## src/rtl/cpu_types_pkg.sv

```systemverilog
// cpu_types_pkg: shared widths, branch/state enums and the EX->MEM payload struct
package cpu_types_pkg;
  localparam int DW = 32;
  localparam int RW = 5;
  typedef enum logic [1:0] {BR_NONE = 2'd0, BR_EQ = 2'd1, BR_NE = 2'd2} br_t;
  typedef enum logic [1:0] {S_EMPTY = 2'd0, S_ONE = 2'd1, S_TWO = 2'd2} skid_state_t;
  typedef struct packed {
    logic [DW-1:0] alu_out;
    logic [DW-1:0] store_data;
    logic [RW-1:0] wsel;
    logic          regwen;
    logic          dren;
    logic          dwen;
  } ex_mem_t;
endpackage

```

## src/rtl/ex_mem_skid_if.sv

```systemverilog
// ex_mem_skid_if: EX-side inputs, MEM-side handshake and branch/exception pulses of the EX->MEM stage
interface ex_mem_skid_if;
  logic                        flush;
  logic                        in_valid;
  logic                        in_ready;
  logic [cpu_types_pkg::DW-1:0] alu_out;
  logic                        alu_zero;
  logic                        alu_ovf;
  logic                        ovf_chk;
  logic [1:0]                  br_type;
  logic [cpu_types_pkg::DW-1:0] br_target;
  logic [cpu_types_pkg::DW-1:0] store_data;
  logic [cpu_types_pkg::RW-1:0] wsel;
  logic                        regwen;
  logic                        dren;
  logic                        dwen;
  logic                        out_valid;
  logic                        out_ready;
  logic [cpu_types_pkg::DW-1:0] out_alu_out;
  logic [cpu_types_pkg::DW-1:0] out_store_data;
  logic [cpu_types_pkg::RW-1:0] out_wsel;
  logic                        out_regwen;
  logic                        out_dren;
  logic                        out_dwen;
  logic                        br_taken;
  logic [cpu_types_pkg::DW-1:0] br_pc;
  logic                        ovf_exc;
  modport slave (
    input  flush, in_valid, alu_out, alu_zero, alu_ovf, ovf_chk, br_type, br_target,
           store_data, wsel, regwen, dren, dwen, out_ready,
    output in_ready, out_valid, out_alu_out, out_store_data, out_wsel, out_regwen,
           out_dren, out_dwen, br_taken, br_pc, ovf_exc
  );
  modport master (
    output flush, in_valid, alu_out, alu_zero, alu_ovf, ovf_chk, br_type, br_target,
           store_data, wsel, regwen, dren, dwen, out_ready,
    input  in_ready, out_valid, out_alu_out, out_store_data, out_wsel, out_regwen,
           out_dren, out_dwen, br_taken, br_pc, ovf_exc
  );
endinterface

```

## src/rtl/ex_branch_resolve.sv

```systemverilog
// ex_branch_resolve: decides BEQ/BNE outcome from the ALU zero flag; unknown types never branch
module ex_branch_resolve
  import cpu_types_pkg::*;
(
  input  logic [1:0]    br_type,
  input  logic          alu_zero,
  input  logic [DW-1:0] br_target,
  output logic          taken,
  output logic [DW-1:0] pc
);
  // taken only for EQ with zero or NE without zero; pc is zero when not taken
  always_comb begin
    taken = (br_type == 2'(BR_EQ)) ? alu_zero : (br_type == 2'(BR_NE)) ? ~alu_zero : 1'b0;
    pc = taken ? br_target : '0;
  end
endmodule

```

## src/rtl/ex_mem_skid.sv

```systemverilog
// ex_mem_skid: EX->MEM stage with 2-entry skid buffer, branch pulse and optional overflow trap (OVF_TRAP_EN)
module ex_mem_skid
  import cpu_types_pkg::*;
(
  input logic          CLK,
  input logic          nRST,
  ex_mem_skid_if.slave bus
);
  skid_state_t   state_q, state_d;
  ex_mem_t       head_q, head_d, skid_q, skid_d, entry;
  logic          in_ready_q, in_ready_d;
  logic          br_taken_q, br_taken_d;
  logic          ovf_exc_q, ovf_exc_d;
  logic [DW-1:0] br_pc_q, br_pc_d, res_pc;
  logic          accept, pop, taken, trap;

  ex_branch_resolve u_br (
    .br_type  (bus.br_type),
    .alu_zero (bus.alu_zero),
    .br_target(bus.br_target),
    .taken    (taken),
    .pc       (res_pc)
  );

`ifndef OVF_TRAP_EN
  logic unused_ovf;
  assign unused_ovf = bus.alu_ovf ^ bus.ovf_chk;
`endif

  // incoming payload; a trapping overflow has its side effects stripped
  always_comb begin
    entry = '{alu_out: bus.alu_out, store_data: bus.store_data, wsel: bus.wsel,
              regwen: bus.regwen, dren: bus.dren, dwen: bus.dwen};
`ifdef OVF_TRAP_EN
    trap = bus.ovf_chk & bus.alu_ovf;
    if (trap) {entry.regwen, entry.dren, entry.dwen} = 3'b000;
`else
    trap = 1'b0;
`endif
  end

  // occupancy transitions; flush overrides everything and empties the buffer
  always_comb begin
    accept = bus.in_valid & in_ready_q & ~bus.flush;
    pop = (state_q != S_EMPTY) & bus.out_ready;
    state_d = state_q;
    head_d = head_q;
    skid_d = skid_q;
    case (state_q)
      S_EMPTY: if (accept) begin
        state_d = S_ONE;
        head_d = entry;
      end
      S_ONE: begin
        if (accept & ~pop) begin
          state_d = S_TWO;
          skid_d = entry;
        end else if (accept) head_d = entry;
        else if (pop) state_d = S_EMPTY;
      end
      S_TWO: if (pop) begin
        state_d = S_ONE;
        head_d = skid_q;
      end
      default: state_d = S_EMPTY;
    endcase
    if (bus.flush) state_d = S_EMPTY;
    in_ready_d = state_d != S_TWO;
    br_taken_d = accept & taken;
    br_pc_d = accept ? res_pc : '0;
    ovf_exc_d = accept & trap;
  end

  // state, payload and pulse registers; reset drops any held entries
  always_ff @(posedge CLK) begin
    if (!nRST) begin
      state_q <= S_EMPTY;
      head_q <= '0;
      skid_q <= '0;
      in_ready_q <= 1'b1;
      br_taken_q <= 1'b0;
      br_pc_q <= '0;
      ovf_exc_q <= 1'b0;
    end else begin
      state_q <= state_d;
      head_q <= head_d;
      skid_q <= skid_d;
      in_ready_q <= in_ready_d;
      br_taken_q <= br_taken_d;
      br_pc_q <= br_pc_d;
      ovf_exc_q <= ovf_exc_d;
    end
  end

  assign bus.in_ready = in_ready_q;
  assign bus.out_valid = state_q != S_EMPTY;
  assign bus.out_alu_out = head_q.alu_out;
  assign bus.out_store_data = head_q.store_data;
  assign bus.out_wsel = head_q.wsel;
  assign bus.out_regwen = head_q.regwen;
  assign bus.out_dren = head_q.dren;
  assign bus.out_dwen = head_q.dwen;
  assign bus.br_taken = br_taken_q;
  assign bus.br_pc = br_pc_q;
  assign bus.ovf_exc = ovf_exc_q;
endmodule

```

## src/flat_wrapper.sv

```systemverilog
// flat-port wrapper written by rule: the top's interface ports become plain ports
module ex_mem_skid_flat import cpu_types_pkg::*;
  (CLK, nRST, bus_flush, bus_in_valid, bus_alu_out, bus_alu_zero, bus_alu_ovf, bus_ovf_chk, bus_br_type, bus_br_target, bus_store_data, bus_wsel, bus_regwen, bus_dren, bus_dwen, bus_out_ready, bus_in_ready, bus_out_valid, bus_out_alu_out, bus_out_store_data, bus_out_wsel, bus_out_regwen, bus_out_dren, bus_out_dwen, bus_br_taken, bus_br_pc, bus_ovf_exc);
  ex_mem_skid_if bus_i ();
  input logic CLK;
  input logic nRST;
  input wire logic [$bits(bus_i.flush)-1:0] bus_flush;
  input wire logic [$bits(bus_i.in_valid)-1:0] bus_in_valid;
  input wire logic [$bits(bus_i.alu_out)-1:0] bus_alu_out;
  input wire logic [$bits(bus_i.alu_zero)-1:0] bus_alu_zero;
  input wire logic [$bits(bus_i.alu_ovf)-1:0] bus_alu_ovf;
  input wire logic [$bits(bus_i.ovf_chk)-1:0] bus_ovf_chk;
  input wire logic [$bits(bus_i.br_type)-1:0] bus_br_type;
  input wire logic [$bits(bus_i.br_target)-1:0] bus_br_target;
  input wire logic [$bits(bus_i.store_data)-1:0] bus_store_data;
  input wire logic [$bits(bus_i.wsel)-1:0] bus_wsel;
  input wire logic [$bits(bus_i.regwen)-1:0] bus_regwen;
  input wire logic [$bits(bus_i.dren)-1:0] bus_dren;
  input wire logic [$bits(bus_i.dwen)-1:0] bus_dwen;
  input wire logic [$bits(bus_i.out_ready)-1:0] bus_out_ready;
  output wire logic [$bits(bus_i.in_ready)-1:0] bus_in_ready;
  output wire logic [$bits(bus_i.out_valid)-1:0] bus_out_valid;
  output wire logic [$bits(bus_i.out_alu_out)-1:0] bus_out_alu_out;
  output wire logic [$bits(bus_i.out_store_data)-1:0] bus_out_store_data;
  output wire logic [$bits(bus_i.out_wsel)-1:0] bus_out_wsel;
  output wire logic [$bits(bus_i.out_regwen)-1:0] bus_out_regwen;
  output wire logic [$bits(bus_i.out_dren)-1:0] bus_out_dren;
  output wire logic [$bits(bus_i.out_dwen)-1:0] bus_out_dwen;
  output wire logic [$bits(bus_i.br_taken)-1:0] bus_br_taken;
  output wire logic [$bits(bus_i.br_pc)-1:0] bus_br_pc;
  output wire logic [$bits(bus_i.ovf_exc)-1:0] bus_ovf_exc;
  assign bus_i.flush = bus_flush;
  assign bus_i.in_valid = bus_in_valid;
  assign bus_i.alu_out = bus_alu_out;
  assign bus_i.alu_zero = bus_alu_zero;
  assign bus_i.alu_ovf = bus_alu_ovf;
  assign bus_i.ovf_chk = bus_ovf_chk;
  assign bus_i.br_type = bus_br_type;
  assign bus_i.br_target = bus_br_target;
  assign bus_i.store_data = bus_store_data;
  assign bus_i.wsel = bus_wsel;
  assign bus_i.regwen = bus_regwen;
  assign bus_i.dren = bus_dren;
  assign bus_i.dwen = bus_dwen;
  assign bus_i.out_ready = bus_out_ready;
  assign bus_in_ready = bus_i.in_ready;
  assign bus_out_valid = bus_i.out_valid;
  assign bus_out_alu_out = bus_i.out_alu_out;
  assign bus_out_store_data = bus_i.out_store_data;
  assign bus_out_wsel = bus_i.out_wsel;
  assign bus_out_regwen = bus_i.out_regwen;
  assign bus_out_dren = bus_i.out_dren;
  assign bus_out_dwen = bus_i.out_dwen;
  assign bus_br_taken = bus_i.br_taken;
  assign bus_br_pc = bus_i.br_pc;
  assign bus_ovf_exc = bus_i.ovf_exc;
  ex_mem_skid u_core (.CLK(CLK), .nRST(nRST), .bus(bus_i));
endmodule
```

## config.mk

```make
export PLATFORM = sky130hd
export DESIGN_NAME = ex_mem_skid_flat
export DESIGN_NICKNAME = d
export VERILOG_FILES = /design/src/rtl/cpu_types_pkg.sv /design/src/rtl/ex_mem_skid_if.sv /design/src/rtl/ex_branch_resolve.sv /design/src/rtl/ex_mem_skid.sv /design/src/flat_wrapper.sv
export SDC_FILE = /design/constraint.sdc
export NUM_CORES = 1
export LEC_CHECK = 0
export CORE_MARGIN = 4
export CORE_UTILIZATION = 43
export CTS_BUF_LIST = sky130_fd_sc_hd__clkbuf_4 sky130_fd_sc_hd__clkbuf_8 sky130_fd_sc_hd__clkbuf_16
export CTS_CLUSTER_DIAMETER = 150
export DETAILED_ROUTE_END_ITERATION = 8
export PLACE_DENSITY = 0.76
export RECOVER_POWER = 25
export SLEW_MARGIN = 0
export SYNTH_ARGS = -nofsm -noshare
export SYNTH_HDL_FRONTEND = slang
export SYNTH_SLANG_ARGS = --single-unit
```

## constraint.sdc

```tcl
create_clock -name CLK -period 1.6 [get_ports CLK]
set_clock_uncertainty 0.05 [all_clocks]
set_input_delay 0.32 -clock CLK [delete_from_list [all_inputs] [get_ports CLK]]
set_output_delay 0.32 -clock CLK [all_outputs]
set_load 0.02 [all_outputs]
```

; ---- Yosys cells after proc, flatten, opt, wreduce, memory -nomap -nowiden
; Index checks and enable logic that the tools add are counted.
[word_totals]
output_inout_bits = 108
ff_bits = 180
word_cells = 50
n_memories = 0
ramBits = 0
latch_bits = 0
rom_bits = 0
in_bits = 114
[op_classes]
magnitude_cmp = 0
bitwise = 8
n_shift = 0
n_mux = 13
n_div = 0
add_sub_neg = 0
n_reduce_logical = 6
n_eq_ne = 7
mul = 0
[ops]
columns = cell, count
row1 = $mux W72, 3
row2 = $pmux W72 S3, 1
row3 = $mux W2, 6
row4 = $pmux W2 S3, 1
row5 = $reduce_and A3 Y1, 2
row6 = $and A1 B1 Y1, 5
row7 = $eq A2 B1 Y1 const B, 2
row8 = $eq A2 B2 Y1 const B, 2
row9 = $ne A2 B2 Y1 const B, 2
row10 = $not A1 Y1, 3
row11 = $reduce_bool A3 Y1, 1
row12 = $logic_not A2 Y1, 1
row13 = $mux W1, 2
row14 = $ne A2 B1 Y1 const B, 1
row15 = $reduce_and A2 Y1, 1
row16 = $reduce_bool A2 Y1, 1

; ---- Depth between registers and ports, before layout
[depth]
depth_word = 8
ltp_mapped = 7
mapped_depth_nobuf = 4

; ---- By module
; A second synthesis with hierarchy kept.
[unflattened]
cells_unflattened = 883
area_unflattened_um2 = 8303.0
[by_module_without_submodules]
columns = module, n_inst, cells_per_inst, seq_area_each_um2, area_per_inst_um2
row1 = ex_mem_skid, 1, 842, 3603.5, 7882.6
row2 = ex_branch_resolve, 1, 41, 0.0, 420.4

; ---- Least setup slack after synthesis
; No wires, ideal clock.
[synth_path]
path_kind = reg2reg
startpoint = register u_core.state_q[1]
endpoint = register u_core.head_q (netlist bit u_core.bus.out_alu_out[0])
path_buffers = 2
setup_slack_ns = 0.101
t_arrival_ns = 1.329
stages_incl_launch_ff = 7
synth_period_minus_slack_ns = 1.499
path_cell_list = dfxtp_1 > buf_6 > and4bb_4 > a21oi_2 > a2bb2oi_4 > buf_6 > a21oi_2
[synth_via]
elab_chain_cells = 6
word_cells_on_any_way = 12
[synth_rtl]
columns = item, line
row1 = "start, declared", ex_mem_skid.sv:9  ; skid_state_t state_q, state_d;
row2 = "start signal, assigned", ex_mem_skid.sv:85  ; state_q <= state_d;
row3 = $reduce_bool A2 Y1, ex_mem_skid.sv:45  ; pop = (state_q != S_EMPTY) & bus.out_ready;
row4 = $and A1 B1 Y1, ex_mem_skid.sv:45
row5 = $not A1 Y1, ex_mem_skid.sv:55  ; if (accept & ~pop) begin
row6 = $and A1 B1 Y1, ex_mem_skid.sv:55
row7 = $ne A2 B2 Y1 (no source line), n/a
row8 = $reduce_and A3 Y1 (no source line), n/a
row9 = "end signal, assigned", ex_mem_skid.sv:78  ; head_q <= '0;
row10 = "end signal, assigned", ex_mem_skid.sv:86  ; head_q <= head_d;
row11 = "end, declared", ex_mem_skid.sv:10  ; ex_mem_t head_q, head_d, skid_q, skid_d, entry;
; Several ways; a longest one is shown, not always the timed one.
; A chain may end at the register's enable or synchronous reset.

; ---- Final worst setup path
[layout_path]
startpoint = input bus_alu_zero
endpoint = register u_core.br_pc_q[16] (netlist: u_core.bus.br_pc[16])
[layout_via]
elab_chain_cells = 4
[layout_rtl]
columns = item, line
row1 = "start, declared", flat_wrapper.sv:10  ; input wire logic [$bits(bus_i.alu_zero)-1:0] bus_alu_zero;
row2 = $not A1 Y1, ex_branch_resolve.sv:13  ; taken = (br_type == 2'(BR_EQ)) ? alu_zero : (br_type == 2'(BR_NE)) ? ~alu_zero : 1'b0;
row3 = $mux W1, ex_branch_resolve.sv:13
row4 = $mux W1 (*), ex_branch_resolve.sv:13
row5 = $reduce_and A3 Y1 (no source line) (*), n/a
row6 = "end signal, assigned", ex_mem_skid.sv:90  ; br_pc_q <= br_pc_d;
row7 = "end, declared", ex_mem_skid.sv:14  ; logic [DW-1:0] br_pc_q, br_pc_d, res_pc;
; Every way passes the cells marked *; elsewhere a longest branch is shown, timed or not.

==> impl_metrics.json <==
{
  "critPathCaptureType": "register",
  "synth.distinct_cells": 31,
  "synthesis.area_mm2": 0.00769,
  "worst-endpoint-required_ns": 1.91,
  "critical_path_arrival_ns": 1.86,
  "critPathMaxStageDelay_ns": 0.55,
  "worstReg2RegEnd": "u_core.bus.out_store_data[16]",
  "area_delta_synth_final_pct": 39.2,
  "tightest_slew_ns": 0.546,
  "drc_errors": 0,
  "worstSetupPathType": "input port to register",
  "antenna_left": 0,
  "synthMuxAreaShare_pct": 0.260,
  "drt_wl_total_um": 19200,
  "synth-simple-area-share_pct": 11.0,
  "grt_start_max_net_pins": 77,
  "synth-edff-count": 0,
  "cts_sinks": 180,
  "synthTopCellsByCount": "180 x dfxtp_1, 148 x nand2_1, 72 x inv_1",
  "holdPathEnd": "u_core.bus.out_alu_out[28]",
  "r2r_slack_ns": 0.04,
  "synth_top_family_by_area": "compound AO/OA/AOI/OAI gates",
  "yosysSeqAreaShare_pct": 46.9,
  "fin_cells": 1183,
  "insertedDiodeCount": 0,
  "hpwl_um": 13400,
  "grt.total_usage_pct": 18.9,
  "viasPerCell": 4.95,
  "synth_fa_ha_area_share_pct": 0,
  "avgSynthCellArea_um2": 10.6,
  "rows": 48,
  "antenna_found_initial": 0,
  "dp_cells": 1149,
  "drive_gt1_share_pct": 28.7,
  "synth_xor_area_share_pct": 0,
  "critPathSlowestCell": "dlygate4sd3_1",
  "die_y_um": 142,
  "worst_hold_startpoint": "nRST",
  "wl_per_cell_um": 16.3,
  "synth_top_area_cell": "dfxtp_1",
  "hold_buffers": 0,
  "path_cells": "dlygate4sd3_1 -> nor2_1 -> nand2_1 -> a211oi_1 -> buf_12 -> and2_1",
  "vias": 5851,
  "ys_seq_elements": 180,
  "status": "completed",
  "final_core_util_pct": 61.4,
  "worstPathMaxFanout": 33,
  "start_util_pct": 44.1,
  "drt_iter0_drc": 294,
  "dr.pass1.iters": 4,
  "numPortBuffers": 218,
  "synth_nets": 842,
  "hold_viol_final": 0,
  "max_freq_mhz": 642,
  "cp-start-kind": "input port",
  "hold_path.class": "input port to register",
  "r2r_start": "u_core.state_q[1]",
  "ff2ff_path_depth": 5,
  "root_buffer": "clkbuf_16",
  "insertion_delay_ns": 0.42,
  "yosysMostFrequentCell": "dfxtp_1",
  "htree_levels": 4,
  "dieWidth_um": 142,
  "finalSetupTns_ns": 0,
  "design.core.area_mm2": 0.0174,
  "synthArstFlopShare_pct": 0,
  "synth_compound_area_share_pct": 32.2,
  "slew_headroom_pct": 63.6,
  "syn_inst": 728,
  "max-vdd-ir-drop_mv": 0.923,
  "setup_viol_count_final": 0,
  "period_minus_slack_ns": 1.56,
  "gp_congestion": 0.738,
  "synth_top_area_share_pct": 46.9,
  "synth_area_leaders": "dfxtp_1 47%, o221ai_2 14%, a21oi_2 8.1%",
  "period_share_pct": 97.3,
  "tritoncts.num_buffers": 17,
  "grt_first_pass_wirelength_um": 30500,
  "final_nets": 1059,
  "grt_pass1_vias": 5970,
  "yosys_most_used_dff": "dfxtp_1",
  "pin_count": 222,
  "clkTransAtPathRegs_ns": 0.07,
  "cts_tree": "yes",
  "leakagePower_uw": 0.00411,
  "synth_warnings": 0,
  "die_area_mm2": 0.0201,
  "cts_max_path_buffers": 2,
  "cap_violations": 0,
  "grt_overflow": 0,
  "hold_depth": 3,
  "maxSlewViolCount": 0,
  "powerDensity_mw_per_mm2": 1000
}
[power by group]
part	total, uW	leakage (uW)	switching (uW)	internal, uW
Combinational	1570	0.00234	816	756
Sequential	4770	0.00147	100	4670
Clock	4370	0.000307	1930	2430
[timing repair]
| item | CTS | global route |
|---|---|---|
| gates cloned | 0 | 0 |
| pin swaps | 0 | 1 |
| setup endpoints to repair | 107 | 38 |
| gates resized for setup | 111 | 11 |
| setup buffers | 0 | 2 |
[worst max-delay path by stage]
stage	startpoint	to	slack, ns	depth (start not counted)
4_1_cts	u_core.state_q[0]	bus_out_valid	-0.009	2
3_3_place_gp	bus_flush	u_core.bus.out_alu_out[22]	-0.40	6
5_1_grt	bus_alu_zero	u_core.bus.br_pc[16]	-0.02	6
6_report	bus_alu_zero	u_core.bus.br_pc[16]	0.04	6
2_1_floorplan	u_core.state_q[1]	u_core.bus.out_alu_out[0]	0.10	6
3_5_place_dp	bus_flush	u_core.bus.out_alu_out[20]	-0.43	6
[through the flow]
stage	hold WS, ns	cell area [um2]	setup slack (ns)	power [uW]
after floorplan	0.349	7690	0.101	5740
after global placement	0.391	10200	-0.405	6550
after detailed placement	0.391	10200	-0.430	6570
after CTS	0.131	10600	-0.00921	10800
after global routing	0.133	10700	-0.0227	11100
final	0.151	10700	0.0428	10700
[layout make-up]
| type | instances | area [um2] |
|---|---|---|
| Clock buffer | 18 | 439 |
| Tap cell | 225 | 282 |
| Sequential cell | 180 | 3610 |
| Inverter | 72 | 270 |
| Multi-Input combinational cell | 417 | 3390 |
| Timing Repair Buffer | 257 | 2530 |
| Fill cell | 1467 | 6720 |
| Clock inverter | 14 | 180 |
[layout by cell type (no fill, tap or decap), drive strengths merged, types with 2 or more instances in the layout]
cell / n
dfxtp: 180
nand2: 148
clkdlybuf4s50: 107
dlygate4sd2: 106
inv: 81
a21oi: 73
o221ai: 72
a21boi: 72
buf: 38
and2: 33
clkbuf: 21
nor2: 3
clkinv: 3
or2: 2
mux2i: 2
bufinv: 2
dlymetal6s2s: 2
nand2b: 2
[worst max-delay path: cells and delay by family]
kind                   cells  cell delay (ns)
buffers and inverters      2             0.76
and+or+nand+nor            3             0.36
AOI/OAI and AO/OA          1             0.41
[layer usage]
layer	up-vias	global-route usage (%)	wire, um
met3	14	8.46	1870
met1	2756	22.1	7930
met2	177	31.3	9180
li1	2904	-	-
met5	-	0	0
met4	0	5.66	259
[state kept, by name (all words and copies together) (netlist names)]
| signal | flops |
|---|---|
| u_core.bus.out_regwen | 1 |
| u_core.bus.br_pc | 32 |
| u_core.bus.out_wsel | 5 |
| u_core.bus.in_ready | 1 |
| u_core.bus.out_dwen | 1 |
| u_core.state_q | 2 |
| u_core.skid_q | 72 |
| u_core.bus.br_taken | 1 |
| u_core.bus.out_dren | 1 |
| u_core.bus.out_alu_out | 32 |
| u_core.bus.out_store_data | 32 |
[logic make-up after synthesis]
logic type,after synthesis
AO/OA/AOI/OAI,221
AND/OR/NAND/NOR,193
flip-flops,180
buffers and inverters,131
multiplexers,2
other,1
Note: power is estimated with default switching activity, not from simulation.
==> patch (same settings) <==
Re-encode `skid_state_t` (3 states) as one-hot, 3 bits wide.
--- a/src/rtl/cpu_types_pkg.sv
+++ b/src/rtl/cpu_types_pkg.sv
@@ -3,7 +3,7 @@
   localparam int DW = 32;
   localparam int RW = 5;
   typedef enum logic [1:0] {BR_NONE = 2'd0, BR_EQ = 2'd1, BR_NE = 2'd2} br_t;
-  typedef enum logic [1:0] {S_EMPTY = 2'd0, S_ONE = 2'd1, S_TWO = 2'd2} skid_state_t;
+  typedef enum logic [2:0] {S_EMPTY = 3'b001, S_ONE = 3'b010, S_TWO = 3'b100} skid_state_t;
   typedef struct packed {
     logic [DW-1:0] alu_out;
     logic [DW-1:0] store_data;
Behaviour: same outputs for any inputs over 4 cycles, from zero or initial values and one cycle with nRST low; so few cycles prove little.
==> patch against the unedited design <==
The run now ends with setup timing left. Die area fell by 4.4%. Final area increased by 4.5%. Count of clock-buffer cells in the layout stayed put. Critical path depth is 1 higher. Synthesized cell count up 1.6%. Via count up 11%. Area after synthesis shrank 4.7%. Largest power group is now clock. Sequential cell count rose by 1. Routed wire length is 22% higher. Global-route usage up 3.2 points. Total power increased by 2.4%. Combinational power down 13%. Setup slack worse by 0.34 ns.
==> patch: results (changes against the unedited design) <==
[grt]
grt_pass1_wl_um = 34100  ; was 30500 um
use_met3 = 0.0838  ; was 0.0846
grtUsageMet1 = 0.274  ; was 0.221
grt_start_max_net_pins = 76  ; was 77

[placement]
place_ws_ns = -0.573  ; was -0.430 ns
gp_congestion = 0.784  ; was 0.738
placed_cell_area_mm2 = 0.00987  ; was 0.0102 mm^2

[sta]
setup_slack_ns = -0.300  ; was 0.0428 ns
setup_viol_count_final = 165  ; was 0
setup_tns_ns = -34.21  ; was 0 ns

[pwr]
clk-power_mw = 4.84  ; was 4.37 mW
vdd_drop_max_mv = 0.814  ; was 0.923 mV
p_per_area_mw_per_mm2 = 980  ; was 1000 mW/mm^2

[status]
outcome = finished with violations  ; was finished clean
violations = setup timing

[yosys]
synthDistinctLibCells = 33  ; was 31
synth_compound_area_frac = 0.227  ; was 0.322
synthXorXnorAreaFrac = 0.00120  ; was 0
synth_common_cells = dfxtp_1 (181), nand2_1 (146), mux2i_1 (72), o211a_1 (72), o21ai_0 (72)  ; was dfxtp_1 (180), nand2_1 (148), inv_1 (72), a21oi_2 (71), o221ai_2 (70)

[critical_path]
slowest_stage = or3b_4  ; was dlygate4sd3_1
crit_start = u_core.state_q[2]  ; was bus_alu_zero
cp_top_family = simple AND/OR/NAND/NOR gates  ; was buffers and inverters
worstRegToRegCells = 7  ; was 5

[route]
drtIter0Drc = 366  ; was 294

[clock_network]
post_cts_buffers = 10  ; was 0

[final_layout]
drive_gt1_frac = 0.167  ; was 0.287

[min_path]
min_delay_worst_endpoint = u_core.state_q[1]  ; was u_core.bus.out_alu_out[28]

[patch: cell types whose count changed after synthesis, sizes merged, moves of 2 or more]
| cell | unedited run | this run |
|---|---|---|
| a21oi | 73 | 2 |
| buf | 46 | 32 |
| clkbuf | 13 | 35 |
| inv | 72 | 1 |
| mux2i | 2 | 72 |
| nand2 | 148 | 146 |
| o211a | 0 | 72 |
| o21ai | 0 | 73 |
| o221ai | 72 | 0 |
| or3b | 0 | 2 |
[patch: worst reg2reg max path, stage by stage (launching register included)]
cell	delay (ns)
dfxtp_2	0.33
or3b_4	0.41
buf_4	0.16
nor3_4	0.15
buf_12	0.15
buf_6	0.22
o21ai_0	0.18
o211a_1	0.16
[patch: cell type report]
class,count,area [um^2]
fillers,1282,5460
flip-flops and latches,181,3630
multi-input cells,492,3570
repair buffers,283,3020
clock buffers,18,439
well taps,220,275
clock inverters,14,245
inverters,1,3.75
